===== config.mk =====
export PLATFORM = sky130hd
export DESIGN_NAME = wb_retire_queue
export DESIGN_NICKNAME = d
export VERILOG_FILES = /design/src/rtl/wb_retire_queue.sv
export SDC_FILE = /design/constraint.sdc
export NUM_CORES = 1
export LEC_CHECK = 0
export CORE_MARGIN = 5
export CORE_UTILIZATION = 50
export DETAILED_ROUTE_END_ITERATION = 8
export HOLD_SLACK_MARGIN = 0.15
export PLACE_DENSITY_LB_ADDON = 0.3
export SYNTH_ARGS = -nofsm -noshare
export SYNTH_HDL_FRONTEND = slang
export SYNTH_SLANG_ARGS = --single-unit
export TNS_END_PERCENT = 1

===== constraint.sdc =====
create_clock -name clk -period 35.9 [get_ports clk]
set_input_delay 3.59 -clock clk [delete_from_list [all_inputs] [get_ports clk]]
set_output_delay 3.59 -clock clk [all_outputs]
set_load 0.01 [all_outputs]

===== src/rtl/wb_retire_queue.sv =====
// wb_retire_queue: DEPTH-entry in-order retire queue for the writeback stage.
// Entries from MEM are pushed at the tail. At most one entry retires per cycle
// from the head. Retiring writes the GPR file, drives the external CSR unit,
// and raises exception / ERTN flushes.
// Optional build macro WB_PERF_CNT_EN adds retire_cnt / flush_cnt counters.
module wb_retire_queue #(
  parameter int DEPTH     = 2,
  parameter int DATA_W    = 32,
  parameter int CSR_NUM_W = 14
) (
  input  logic                 clk,
  input  logic                 reset,
  input  logic                 ms_to_ws_valid,
  output logic                 ws_allowin,
  input  logic [31:0]          ms_pc,
  input  logic                 ms_gr_we,
  input  logic [4:0]           ms_dest,
  input  logic [DATA_W-1:0]    ms_result,
  input  logic                 ms_csr_re,
  input  logic                 ms_csr_we,
  input  logic [CSR_NUM_W-1:0] ms_csr_num,
  input  logic [DATA_W-1:0]    ms_csr_wmask,
  input  logic [DATA_W-1:0]    ms_csr_wvalue,
  input  logic                 ms_ex,
  input  logic [5:0]           ms_ecode,
  input  logic                 ms_ertn,
  input  logic                 ws_stall,
  output logic                 rf_we,
  output logic [4:0]           rf_waddr,
  output logic [DATA_W-1:0]    rf_wdata,
  output logic                 ws_csr_hazard,
  output logic                 csr_re,
  output logic [CSR_NUM_W-1:0] csr_num,
  input  logic [DATA_W-1:0]    csr_rvalue,
  output logic                 csr_we,
  output logic [DATA_W-1:0]    csr_wmask,
  output logic [DATA_W-1:0]    csr_wvalue,
  output logic                 wb_ex,
  output logic [5:0]           wb_ecode,
  output logic [8:0]           wb_esubcode,
  output logic                 eret_flush,
  output logic [31:0]          wb_pc,
  output logic                 ws_flush_pipe,
  output logic [31:0]          debug_wb_pc,
  output logic [3:0]           debug_wb_rf_wen,
  output logic [4:0]           debug_wb_rf_wnum,
  output logic [DATA_W-1:0]    debug_wb_rf_wdata
`ifdef WB_PERF_CNT_EN
  ,
  output logic [63:0]          retire_cnt,
  output logic [31:0]          flush_cnt
`endif
);

  localparam int PTR_W = $clog2(DEPTH);
  localparam int CNT_W = PTR_W + 1;
  localparam logic [CNT_W-1:0] FULL_COUNT = CNT_W'(DEPTH);

  // Entry storage, one array per field; contents are never reset.
  logic [31:0]          pc_mem     [DEPTH];
  logic                 gr_we_mem  [DEPTH];
  logic [4:0]           dest_mem   [DEPTH];
  logic [DATA_W-1:0]    result_mem [DEPTH];
  logic                 csr_re_mem [DEPTH];
  logic                 csr_we_mem [DEPTH];
  logic [CSR_NUM_W-1:0] csr_num_mem[DEPTH];
  logic [DATA_W-1:0]    wmask_mem  [DEPTH];
  logic [DATA_W-1:0]    wvalue_mem [DEPTH];
  logic                 ex_mem     [DEPTH];
  logic [5:0]           ecode_mem  [DEPTH];
  logic                 ertn_mem   [DEPTH];

  logic [PTR_W-1:0] rd_ptr_reg, rd_ptr_next;
  logic [PTR_W-1:0] wr_ptr_reg, wr_ptr_next;
  logic [CNT_W-1:0] count_reg, count_next;

  logic retire;
  logic push;
  logic head_ex;
  logic head_ertn;
  logic head_normal;
  logic [DEPTH-1:0] hazard_vec;

  assign retire      = (count_reg != '0) && !ws_stall;
  assign head_ex     = ex_mem[rd_ptr_reg];
  assign head_ertn   = ertn_mem[rd_ptr_reg];
  assign head_normal = !head_ex && !head_ertn;
  // Allowin looks only at the registered count, so a same-cycle pop never
  // frees a slot for a push when the queue is full.
  assign ws_allowin  = (count_reg != FULL_COUNT) && !ws_flush_pipe;
  assign push        = ms_to_ws_valid && ws_allowin;
  assign wb_esubcode = 9'd0;

  // Head-derived retire outputs, all gated by retire.
  always_comb begin
    rf_we         = 1'b0;
    rf_waddr      = '0;
    rf_wdata      = '0;
    csr_re        = 1'b0;
    csr_we        = 1'b0;
    csr_num       = '0;
    csr_wmask     = '0;
    csr_wvalue    = '0;
    wb_ex         = 1'b0;
    wb_ecode      = '0;
    eret_flush    = 1'b0;
    wb_pc         = '0;
    ws_flush_pipe = 1'b0;
    if (retire) begin
      wb_pc         = pc_mem[rd_ptr_reg];
      rf_waddr      = dest_mem[rd_ptr_reg];
      rf_wdata      = csr_re_mem[rd_ptr_reg] ? csr_rvalue : result_mem[rd_ptr_reg];
      csr_num       = csr_num_mem[rd_ptr_reg];
      csr_wmask     = wmask_mem[rd_ptr_reg];
      csr_wvalue    = wvalue_mem[rd_ptr_reg];
      wb_ex         = head_ex;
      wb_ecode      = head_ex ? ecode_mem[rd_ptr_reg] : 6'd0;
      // ERTN reads the return address from the CSR unit.
      eret_flush    = !head_ex && head_ertn;
      ws_flush_pipe = head_ex || head_ertn;
      rf_we         = head_normal && (gr_we_mem[rd_ptr_reg] || csr_re_mem[rd_ptr_reg]);
      csr_we        = head_normal && csr_we_mem[rd_ptr_reg];
      csr_re        = !head_ex && (head_ertn || csr_re_mem[rd_ptr_reg]);
    end
  end

  assign debug_wb_pc       = wb_pc;
  assign debug_wb_rf_wen   = {4{rf_we}};
  assign debug_wb_rf_wnum  = rf_waddr;
  assign debug_wb_rf_wdata = rf_wdata;

  // Per-slot hazard: a slot is occupied when its distance from rd_ptr
  // (modulo DEPTH) is below count.
  genvar gi;
  generate
    for (gi = 0; gi < DEPTH; gi++) begin : g_hazard
      logic [PTR_W-1:0] offset;
      assign offset         = PTR_W'(gi) - rd_ptr_reg;
      assign hazard_vec[gi] = csr_re_mem[gi] && (CNT_W'(offset) < count_reg);
    end
  endgenerate

  assign ws_csr_hazard = |hazard_vec;

  // Next pointer/count: a flush empties the queue and drops any push.
  always_comb begin
    rd_ptr_next = rd_ptr_reg;
    wr_ptr_next = wr_ptr_reg;
    count_next  = count_reg;
    if (ws_flush_pipe) begin
      rd_ptr_next = rd_ptr_reg + 1'b1;
      wr_ptr_next = rd_ptr_reg + 1'b1;
      count_next  = '0;
    end else begin
      if (retire) rd_ptr_next = rd_ptr_reg + 1'b1;
      if (push)   wr_ptr_next = wr_ptr_reg + 1'b1;
      if (push && !retire)      count_next = count_reg + 1'b1;
      else if (!push && retire) count_next = count_reg - 1'b1;
    end
  end

  // Pointer and count registers.
  always_ff @(posedge clk) begin
    if (reset) begin
      rd_ptr_reg <= '0;
      wr_ptr_reg <= '0;
      count_reg  <= '0;
    end else begin
      rd_ptr_reg <= rd_ptr_next;
      wr_ptr_reg <= wr_ptr_next;
      count_reg  <= count_next;
    end
  end

  // Entry write at the tail on an accepted push.
  always_ff @(posedge clk) begin
    if (push) begin
      pc_mem[wr_ptr_reg]      <= ms_pc;
      gr_we_mem[wr_ptr_reg]   <= ms_gr_we;
      dest_mem[wr_ptr_reg]    <= ms_dest;
      result_mem[wr_ptr_reg]  <= ms_result;
      csr_re_mem[wr_ptr_reg]  <= ms_csr_re;
      csr_we_mem[wr_ptr_reg]  <= ms_csr_we;
      csr_num_mem[wr_ptr_reg] <= ms_csr_num;
      wmask_mem[wr_ptr_reg]   <= ms_csr_wmask;
      wvalue_mem[wr_ptr_reg]  <= ms_csr_wvalue;
      ex_mem[wr_ptr_reg]      <= ms_ex;
      ecode_mem[wr_ptr_reg]   <= ms_ecode;
      ertn_mem[wr_ptr_reg]    <= ms_ertn;
    end
  end

`ifdef WB_PERF_CNT_EN
  // Performance counters: non-exception retires and pipeline flushes.
  always_ff @(posedge clk) begin
    if (reset) begin
      retire_cnt <= '0;
      flush_cnt  <= '0;
    end else begin
      if (retire && !head_ex) retire_cnt <= retire_cnt + 64'd1;
      if (ws_flush_pipe)      flush_cnt  <= flush_cnt + 32'd1;
    end
  end
`endif

endmodule


Yosys cells after proc, flatten, opt, wreduce, memory -nomap -nowiden
Memory sizes are Yosys's and may differ from the RTL's. A register that Yosys moved wholly into a read port is not among the register bits.
Cells that the tools add are included.
Operators by class
  add/subtract/negate cells: 6
  $lt $le $gt $ge: 2
  equal/unequal tests: 1
  multiplexer cells: 47
  reduce and logical (&&, ||, !) cells: 27
Operator list (count)
  32-bit two-way mux: 5
  1-bit two-way mux: 36
  14-bit two-way mux: 1
  1-bit logical AND: 12
  6-bit two-way mux: 2
  2-bit nonzero test: 4
  1-bit zero test: 6
  5-bit two-way mux: 1
  1-bit by 2-bit less-than comparator with 1-bit output: 2
  2-bit two-way mux: 2
  2-bit OR reduction: 2
  1-bit logical OR: 3
  1-bit adder (second input constant): 2
  2-bit by 1-bit adder with 2-bit output (second input constant): 1
  2-bit inequality test (second input constant): 1
  1-bit subtractor (first input constant): 2
  2-bit by 1-bit subtractor with 2-bit output (second input constant): 1
Storage, ports and cells
  bits in registers: 4
  bits in writable memories: 316
  bits of input ports: 194
  output and inout bits: 243
  logic and storage cells: 98
  memories: 12
Memories
  pc_mem: words 2, width 32, rd ports 1, clocked after Yosys merged registers in 1, wr ports 1, RTL line 60  | logic [31:0] pc_mem [DEPTH];
  result_mem: words 2, width 32, rd ports 1, clocked after Yosys merged registers in 1, wr ports 1, RTL line 63  | logic [DATA_W-1:0] result_mem [DEPTH];
  wmask_mem: words 2, width 32, rd ports 1, clocked after Yosys merged registers in 1, wr ports 1, RTL line 67  | logic [DATA_W-1:0] wmask_mem [DEPTH];
  wvalue_mem: words 2, width 32, rd ports 1, clocked after Yosys merged registers in 1, wr ports 1, RTL line 68  | logic [DATA_W-1:0] wvalue_mem [DEPTH];
  csr_num_mem: words 2, width 14, rd ports 1, clocked after Yosys merged registers in 1, wr ports 1, RTL line 66  | logic [CSR_NUM_W-1:0] csr_num_mem[DEPTH];
  ecode_mem: words 2, width 6, rd ports 1, clocked after Yosys merged registers in 1, wr ports 1, RTL line 70  | logic [5:0] ecode_mem [DEPTH];
  +6 memories

Longest topological paths before layout
Gate-level depths: netlist of run 1.
  depth after elaboration: 10
  depth in mapped cells: 8

Least setup slack after synthesis of run 1
Ideal clock, no wire load.
  kind: input-to-reg
  from: input port ws_stall
  to: memory csr_num_mem[0][0] (enable)
  library setup time: 1064 ps
  data arrival time: 18870 ps
  path slack: 15966 ps
  stages on the path: 4
  buffers on the path: 0
  path through: o21ba_2 -> inv_2 -> a21oi_2 -> nor4_1
On the way
  word-level cells in the longest chain between the ends: 8
RTL lines
  start, declared: RTL line 27  | input logic ws_stall,
  1-bit zero test: RTL line 84  | assign retire = (count_reg != '0) && !ws_stall;
  1-bit logical AND: RTL line 84
  1-bit two-way mux: RTL line 109  | if (retire) begin
  via ws_flush_pipe: RTL line 43  | output logic ws_flush_pipe,
  1-bit zero test: RTL line 90  | assign ws_allowin = (count_reg != FULL_COUNT) && !ws_flush_pipe;
  1-bit logical AND: RTL line 90
  1-bit logical AND: RTL line 91  | assign push = ms_to_ws_valid && ws_allowin;
  1-bit two-way mux: RTL line 177  | if (push) begin
  1-bit two-way mux (implied by the code): RTL line 184  | csr_num_mem[wr_ptr_reg] <= ms_csr_num;
  end, declared: RTL line 66
The timed path passes the listed nets, and every way through them passes these cells.

Worst setup path after layout of run 1
  from: input port ws_stall
  to: output port debug_wb_rf_wdata[25]
On the way
  word-level cells in the longest chain between the ends: 3
RTL lines
  1-bit zero test: RTL line 84
  1-bit logical AND: RTL line 84
  32-bit two-way mux: RTL line 109
  end, declared: RTL line 47  | output logic [DATA_W-1:0] debug_wb_rf_wdata
Every way passes these cells.

==> results of run 1 <==
where the power goes:
group | internal [mW] | leakage, nW | switching [mW]
clock | 0.207 | 0.529 | 0.133
combinational | 0.170 | 2.47 | 0.193
sequential | 0.499 | 2.98 | 0.0230
metrics by stage:
stage | hold WS, ns | cell area, sq um | instances | setup WS, ns | utilization (%)
finish | 0.560 | 18200 | 1545 | 25.87 | 70.2
global placement | 0.522 | 17100 | 1483 | 25.79 | 66.0
detailed placement | 0.537 | 17100 | 1483 | 25.80 | 66.0
CTS | 0.557 | 18200 | 1540 | 25.79 | 70.2
floorplan | 0.479 | 13100 | 834 | 15.97 | -
global route | 0.586 | 18200 | 1544 | 25.64 | 70.2
kinds of logic (layout without fill, tap and decap cells):
kind of cell	Yosys count	after routing	share of synthesized area, %
compound gates	43	43	2.72
xor+xnor	3	3	0.200
fa+ha+maj	1	1	0.0954
buf+inv	127	498	6.61
flops	321	321	73.1
mux	159	159	12.2
other cells	1	14	0.0286
simple gates	171	171	5.07
layer usage:
layer / up-vias / track usage (%) / share of wire, %
met5: - / 0 / 0.097
met4: 6 / 9.74 / 3.9
met3: 78 / 6.79 / 9.5
met2: 322 / 37.2 / 53
met1: 3766 / 21.2 / 33
li1: 3677 / - / -
cell usage in the layout (no fill, tap or decap), types with 4 or more instances in the layout:
cell type	Yosys	final
clkdlybuf4s50_1	0	427
clkinv_1	0	7
nor2_1	158	158
buf_4	88	10
a211oi_2	8	8
diode_2	0	5
edfxtp_1	316	316
dfxtp_1	5	4
a211oi_1	25	25
conb_1	1	9
clkbuf_16	0	37
mux2i_1	158	158
clkbuf_1	2	6
critical path, delay by kind of cell:
kind                   cells  cell delay [ns]
buffers and inverters      4             2.34
AOI/OAI and AO/OA          2             0.45
layout make-up:
cell class / count / area share, %
sequential: 321 / 52.7
timing repair buffer: 437 / 23.9
multi-input combinational: 386 / 14.9
clock buffer: 43 / 5.21
tap: 335 / 2.30
clock inverter: 14 / 0.784
inverter: 4 / 0.0963
antenna: 5 / 0.0688
synth_stat cells (all sizes together):
cell type / instances / area (sq um)
clkbuf: 2 / 7.51
or3: 2 / 12.5
nand2: 2 / 7.51
a21oi: 3 / 18.8
o31a: 1 / 8.76
o21ai: 3 / 15.0
edfxtp: 316 / 9490
inv: 4 / 15.0
a211oi: 33 / 288
a41oi: 1 / 8.76
dfxtp: 5 / 100
nor2: 158 / 593
mux2i: 159 / 1600
nor4: 1 / 6.26
xnor2: 1 / 8.76
ha: 1 / 12.5
conb: 1 / 3.75
nor3: 4 / 20.0
xor2: 2 / 17.5
nand3: 1 / 5.00
o21ba: 1 / 10.0
buf: 121 / 845
nand2b: 1 / 6.26
o21a: 1 / 7.51
nor2b: 1 / 6.26
or3b: 1 / 8.76
path summary, 6_finish.rpt:
| kind | startpoint | to | cells after the start |
|---|---|---|---|
| hold / removal | count_reg[1]$_SDFFE_PP0P_ | count_reg[1]$_SDFFE_PP0P_ | 2 |
| setup / recovery | ws_stall | debug_wb_rf_wdata[25] | 6 |
| hold reg to reg | count_reg[1]$_SDFFE_PP0P_ | count_reg[1]$_SDFFE_PP0P_ | 2 |
| setup reg to reg | count_reg[0]$_SDFFE_PP0P_ | wvalue_mem[1][21]$_DFFE_PP_ | 6 |
==> flow_metrics.env, run 1 <==
export IMPL_drt_iter0_markers=388
export IMPL_relSlewSlack_pct=23.0
export IMPL_die_area_sq_um=29600
export IMPL_yosysWarningCount=0
export IMPL_ff_latch_area_sq_um=9590
export IMPL_max_freq_ghz=0.0997
export IMPL_first_pass_iters=5
export IMPL_slew_viol_final=0
export IMPL_wirelength_mm=31.8
export IMPL_gp_congestion=0.792
export IMPL_rows=59
export IMPL_num_vias=7849
export IMPL_tightest_slew_ns=1.15
export IMPL_cts_setup_buffers=0
export IMPL_grt_pass1_wl_mm=46.0
export IMPL_die_w_um=172
export IMPL_cap_violations=0
export IMPL_vias_per_cell=5.08
export IMPL_syn_area_per_cell_sq_um=15.9
export IMPL_critPathMaxStageDelay_ns=0.75
export IMPL_ios=437
export IMPL_fp_dieH_um=172
export IMPL_hold_buffers=0
export IMPL_cpMaxStageDelayCell="buf_4"
export IMPL_post_route_cells_drive_above_1_share_pct=5.73
export IMPL_netlist_instances=826
export IMPL_ys_seq_elements=321
export IMPL_core_area_sq_um=25900
export IMPL_hold_viol=0
export IMPL_ant_nets=0
export IMPL_crit_arrival_ns=6.44
export IMPL_worstSkewPairLatency_ns=0.50
export IMPL_root_buffer="clkbuf_16"
export IMPL_cp_cell_sequence="clkdlybuf4s50_1, o21ba_2, inv_4, buf_4, a211oi_1, clkdlybuf4s50_1"
export IMPL_nets=1379
export IMPL_crit_path_end_kind="output port"
export IMPL_grt_pass1_vias=8231
export IMPL_crit_type="in -> out"
export IMPL_htree_num_levels=2
export IMPL_r2r_slack_ns=32.68
export IMPL_cts_tree="yes"
export IMPL_wl_per_cell_um=20.6
export IMPL_grt_max_degree=85
export IMPL_clock_sinks=321
export IMPL_min_period_ns=10.03
export IMPL_grt_antenna_before_repair=7
export IMPL_worst_clock_skew_ns=0.0159
export IMPL_crit_top_cell="clkdlybuf4s50_1"
export IMPL_multi_input_area_sq_um=2710
export IMPL_cts_made_buffers=34
export IMPL_power_density_nw_per_um2=67.3
export IMPL_ys_types=32
export IMPL_finalCritPeriodShare_pct=27.9
export IMPL_outcome="complete, no violations"
export IMPL_cts_resized=0
export IMPL_path_clk_slew_ns=0.06
export IMPL_setup_viol=0
export IMPL_fill_cells=1736
export IMPL_synth_area_sq_um=13100
export IMPL_yosysSeqAreaShare_pct=73.1
export IMPL_syn2layout_area_growth_pct=38.7
export IMPL_cp_max_fo=76
export IMPL_tns_ns=0
export IMPL_grt_overflow_total=0
export IMPL_min_path_type="reg -> reg"
export IMPL_start_util_pct=50.6
export IMPL_route_detailed_drc=0
export IMPL_vdd_drop_max_uv=51.4
export IMPL_io_buffer_count=427
export IMPL_leakage_nw=5.98
export IMPL_p_total_mw=1.23
export IMPL_start_kind="input pin"
export IMPL_cp_required_ns=32.31
export IMPL_grt_setup_unrepaired="no"
export IMPL_dp_hpwl_mm=21.9
export IMPL_clock_path_buffers=3
export IMPL_grt_usage_pct=20.4
No activity file was read; power rests on OpenSTA's default activity.
==> inputs of run 2 (changes only) <==
--- a/config.mk
+++ b/config.mk
@@ -6,7 +6,7 @@
 export NUM_CORES = 1
 export LEC_CHECK = 0
 export CORE_MARGIN = 5
-export CORE_UTILIZATION = 50
+export CORE_UTILIZATION = 42
 export DETAILED_ROUTE_END_ITERATION = 8
 export HOLD_SLACK_MARGIN = 0.15
 export PLACE_DENSITY_LB_ADDON = 0.3
==> constraint.sdc (replaced) <==
create_clock -name clk -period 8.1 [get_ports clk]
set_input_delay 0.81 -clock clk [delete_from_list [all_inputs] [get_ports clk]]
set_output_delay 0.81 -clock clk [all_outputs]
set_load 0.01 [all_outputs]
==> flow_metrics.env, run 2 (synthesized netlist as in run 1, its figures left out) <==
export IMPL_layout_common_cells="clkdlybuf4s50_1 (427), edfxtp_1 (316), mux2i_1 (158), nor2_1 (158), clkbuf_16 (35)"
export IMPL_use_met2_pct=30.7
export IMPL_path_clk_slew_ns=0.06
export IMPL_slew_viol_final=0
export IMPL_setup_viol=0
export IMPL_worst_clock_skew_ns=0.0140
export IMPL_io_buffer_count=427
export IMPL_hold_buffers=0
export IMPL_hold_slack_ns=0.532
export IMPL_root_buffer="clkbuf_16"
export IMPL_htree_num_levels=2
export IMPL_grt_pass1_vias=8278
export IMPL_tns_ns=0
export IMPL_grt_overflow_total=0
export IMPL_pwr_share_seq_pct=43.3
export IMPL_p_int_mw=3.84
export IMPL_power_density_nw_per_um2=295
export IMPL_nets=1377
export IMPL_post_place_ws_ns=3.46
export IMPL_cp_required_ns=7.29
export IMPL_clock_sinks=321
export IMPL_vdd_drop_max_uv=196
export IMPL_drt_iter0_markers=361
export IMPL_dp_cells=1542
export IMPL_busiest_layer="met2"
export IMPL_gr_usage_met3_pct=6.97
export IMPL_cp_max_fo=79
export IMPL_combPwrFrac_pct=29.7
export IMPL_setup_slack_ns=3.60
export IMPL_tightest_slew_ns=1.14
export IMPL_post_route_cells_drive_above_1_share_pct=5.40
export IMPL_ios=437
export IMPL_grt_pass1_wl_mm=47.9
export IMPL_sw_frac_of_total_pct=28.7
export IMPL_power_frac_clock_pct=27.0
export IMPL_fp_dieH_um=187
export IMPL_clock_path_buffers=3
export IMPL_crit_path_end_kind="output port"
export IMPL_rows=64
export IMPL_grt_setup_unrepaired="no"
export IMPL_wirelength_mm=31.3
export IMPL_use_met1_pct=19.2
export IMPL_grt_antenna_before_repair=5
export IMPL_num_vias=7807
export IMPL_syn2layout_area_growth_pct=38.9
export IMPL_final_common_cell="clkdlybuf4s50_1"
export IMPL_die_w_um=187
export IMPL_max_freq_ghz=0.222
export IMPL_finalCritPeriodShare_pct=55.6
export IMPL_place_area_sq_um=17200
export IMPL_first_pass_iters=5
export IMPL_cts_resized=0
export IMPL_design_area_sq_um=18200
export IMPL_cts_setup_buffers=0
export IMPL_crit_arrival_ns=3.69
export IMPL_relSlewSlack_pct=24.3
export IMPL_dp_hpwl_mm=21.2
export IMPL_p_total_mw=5.38
export IMPL_cts_made_buffers=34
export IMPL_start_util_pct=42.7
export IMPL_wl_per_cell_um=19.5
export IMPL_cap_violations=0
export IMPL_fin_cells=1600
export IMPL_ant_nets=0
export IMPL_vias_per_cell=4.88
export IMPL_leakage_nw=5.95
export IMPL_die_area_sq_um=34900
export IMPL_outcome="complete, no violations"
export IMPL_min_period_ns=4.50
export IMPL_crit_type="in -> out"
export IMPL_start_kind="input pin"
export IMPL_grt_max_degree=159
export IMPL_min_path_type="reg -> reg"
export IMPL_core_area_sq_um=30700
export IMPL_hold_viol=0
export IMPL_cts_tree="yes"
export IMPL_utilization_pct=59.2
export IMPL_grt_usage_pct=17.4
export IMPL_p_sw_mw=1.55
export IMPL_gp_congestion=0.751
export IMPL_route_detailed_drc=0
export IMPL_worstSkewPairLatency_ns=0.49
==> run 2: changes by cell type in the layout (fill, tap and decap cells not counted), sizes merged <==
cell	before	now
bufinv	3	2
clkinv	10	8
clkinvlp	1	0
inv	4	5
clkbuf	43	46
diode	5	1
buf	10	8
==> run 2: power groups by stage <==
stage / registers [mW] / clock network, mW / logic (mW)
floorplan: 2.35 / 0 / 0.999
global placement: 2.36 / 0 / 1.62
detailed placement: 2.37 / 0 / 1.62
CTS: 2.34 / 1.50 / 1.63
global route: 2.36 / 1.57 / 1.73
finish: 2.33 / 1.45 / 1.60
==> run 2: metal layers <==
metal | share of wire (%) | vias up
li1 | - | 3681
met1 | 37 | 3710
met2 | 51 | 341
met3 | 9.2 | 67
met4 | 3.0 | 8
met5 | 0.18 | -
==> run 2: final timing paths <==
path / startpoint / end / slack [ns] / depth (start not counted)
hold reg to reg: count_reg[1]$_SDFFE_PP0P_ / count_reg[1]$_SDFFE_PP0P_ / 0.53 / 2
setup / recovery: ws_stall / debug_wb_pc[21] / 3.60 / 6
setup reg to reg: register / pc_mem[0][12]$_DFFE_PP_ / 4.21 / 5
hold / removal: count_reg[1]$_SDFFE_PP0P_ / count_reg[1]$_SDFFE_PP0P_ / 0.53 / 2
==> run 2: critical path, cell delays in order <==
cell and delay (ns):
clkdlybuf4s50_1 0.45, o21ba_2 0.21, inv_4 0.64, buf_4 0.74
nor2_1 0.18, clkdlybuf4s50_1 0.57
==> run 2: final cells by class <==
| cell class | count | area, sq um |
|---|---|---|
| Clock inverter | 11 | 106 |
| Timing Repair Buffer | 435 | 4350 |
| Tap cell | 396 | 495 |
| Antenna cell | 1 | 2.50 |
| Inverter | 4 | 17.5 |
| Sequential cell | 321 | 9590 |
| Multi-Input combinational cell | 386 | 2730 |
| Clock buffer | 46 | 927 |
| Fill cell | 2368 | 12500 |
==> inputs of run 3 (changes only) <==
--- a/config.mk
+++ b/config.mk
@@ -6,7 +6,7 @@
 export NUM_CORES = 1
 export LEC_CHECK = 0
 export CORE_MARGIN = 5
-export CORE_UTILIZATION = 42
+export CORE_UTILIZATION = 46
 export DETAILED_ROUTE_END_ITERATION = 8
 export HOLD_SLACK_MARGIN = 0.15
 export PLACE_DENSITY_LB_ADDON = 0.3
==> constraint.sdc (replaced) <==
create_clock -name clk -period 4.25 [get_ports clk]
set_input_delay 0.425 -clock clk [delete_from_list [all_inputs] [get_ports clk]]
set_output_delay 0.425 -clock clk [all_outputs]
set_load 0.01 [all_outputs]
==> flow_metrics.env, run 3 (synthesized netlist as in run 1, its figures left out) <==
export IMPL_tns_ns=0
export IMPL_dp_hpwl_mm=22.2
export IMPL_power_density_nw_per_um2=569
export IMPL_fp_dieH_um=179
export IMPL_min_path_type="in -> reg"
export IMPL_setup_viol=0
export IMPL_grt_usage_pct=19.0
export IMPL_start_util_pct=47.0
export IMPL_cts_tree="yes"
export IMPL_first_pass_iters=5
export IMPL_grt_overflow_total=0
export IMPL_crit_type="reg -> out"
export IMPL_path_clk_slew_ns=0.06
export IMPL_clock_sinks=321
export IMPL_crit_arrival_ns=3.05
export IMPL_tightest_slew_ns=0.771
export IMPL_hold_viol=0
export IMPL_final_common_cell="clkdlybuf4s50_1"
export IMPL_die_area_sq_um=32000
export IMPL_ant_nets=0
export IMPL_layout_common_cells="clkdlybuf4s50_1 (427), edfxtp_1 (316), nor2_1 (158)"
export IMPL_clock_path_buffers=3
export IMPL_route_detailed_drc=0
export IMPL_cts_resized=0
export IMPL_io_buffer_count=427
export IMPL_ios=437
export IMPL_slew_viol_final=0
export IMPL_vias_per_cell=4.93
export IMPL_nets=1382
export IMPL_outcome="complete, no violations"
export IMPL_wirelength_mm=31.8
export IMPL_cap_violations=0
export IMPL_hold_buffers=0
export IMPL_finalCritPeriodShare_pct=81.8
export IMPL_grt_pass1_vias=8288
export IMPL_num_vias=7852
export IMPL_worst_clock_skew_ns=0.0129
export IMPL_rows=61
export IMPL_cts_made_buffers=35
export IMPL_start_kind="register"
export IMPL_leakage_nw=6.03
export IMPL_htree_num_levels=2
export IMPL_grt_antenna_before_repair=4
export IMPL_core_area_sq_um=27900
export IMPL_relSlewSlack_pct=48.6
export IMPL_max_freq_ghz=0.288
export IMPL_worstSkewPairLatency_ns=0.50
export IMPL_hold_slack_ns=0.505
export IMPL_wl_per_cell_um=20.0
export IMPL_grt_max_degree=98
export IMPL_cp_required_ns=3.83
export IMPL_root_buffer="clkbuf_16"
export IMPL_min_period_ns=3.48
export IMPL_die_w_um=179
export IMPL_grt_setup_unrepaired="no"
export IMPL_post_route_cells_drive_above_1_share_pct=6.35
export IMPL_grt_pass1_wl_mm=46.7
export IMPL_crit_path_end_kind="output port"
export IMPL_cp_max_fo=39
export IMPL_syn2layout_area_growth_pct=40.3
export IMPL_gp_congestion=0.773
export IMPL_p_total_mw=10.5
export IMPL_vdd_drop_max_uv=387
export IMPL_cts_setup_buffers=0
export IMPL_drt_iter0_markers=398
[run 3: cell count changes in the layout (fill, tap and decap cells not counted), sizes merged]
cell,delta
clkinv,+4
clkbuf,-4
clkinvlp,+1
buf,+4
diode,+2
inv,+2
bufinv,+2
[run 3: critical path: stages, from the launching register on]
cell and delay [ns]:
dfxtp_4 0.70, mux2i_4 0.35, buf_4 0.39, nor2_1 0.08, a211oi_1 0.38, clkdlybuf4s50_1 0.65
[run 3: metal layers]
layer / routed length, um / track usage (%) / vias up
met5: 34 / 0 / -
met2: 16300 / 33.4 / 335
met1: 11300 / 21.4 / 3749
li1: - / - / 3703
met4: 1000 / 6.81 / 4
met3: 3160 / 6.83 / 61
[run 3: final timing paths]
| kind | slack (ns) | endpoint | startpoint | cells after the start |
|---|---|---|---|---|
| max | 0.77 | debug_wb_rf_wdata[3] | register | 5 |
| max reg2reg | 1.53 | wvalue_mem[0][17]$_DFFE_PP_ | count_reg[0]$_SDFFE_PP0P_ | 5 |
| min reg2reg | 0.54 | count_reg[1]$_SDFFE_PP0P_ | count_reg[1]$_SDFFE_PP0P_ | 2 |
| min | 0.51 | wvalue_mem[0][9]$_DFFE_PP_ | ms_csr_wvalue[9] | 1 |
[run 3: per-stage QoR]
step	setup slack [ns]	instances	area (sq um)	utilization (%)
after floorplan	-2.15	834	13200	-
after CTS	0.694	1590	18400	65.8
after global routing	0.580	1592	18400	65.9
final	0.772	1593	18400	65.9
after detailed placement	1.02	1528	17300	61.9
after global placement	1.06	1528	17300	61.9
[run 3: area by class of cell]
| class | count | area, sq um |
|---|---|---|
| fill | 1978 | 9540 |
| clock inverter | 20 | 209 |
| clock buffer | 42 | 902 |
| multi-input combinational | 386 | 2760 |
| tap | 378 | 473 |
| timing repair buffer | 439 | 4440 |
| inverter | 4 | 17.5 |
| sequential | 321 | 9590 |
| antenna | 3 | 7.51 |
[run 3: report_power, final]
group | switching (mW) | internal (mW) | leakage [nW] | total (mW)
Sequential | 0.206 | 4.21 | 2.98 | 4.41
Clock | 1.15 | 1.76 | 0.541 | 2.92
Combinational | 1.65 | 1.49 | 2.51 | 3.14
Total | 3.01 | 7.46 | 6.03 | 10.5
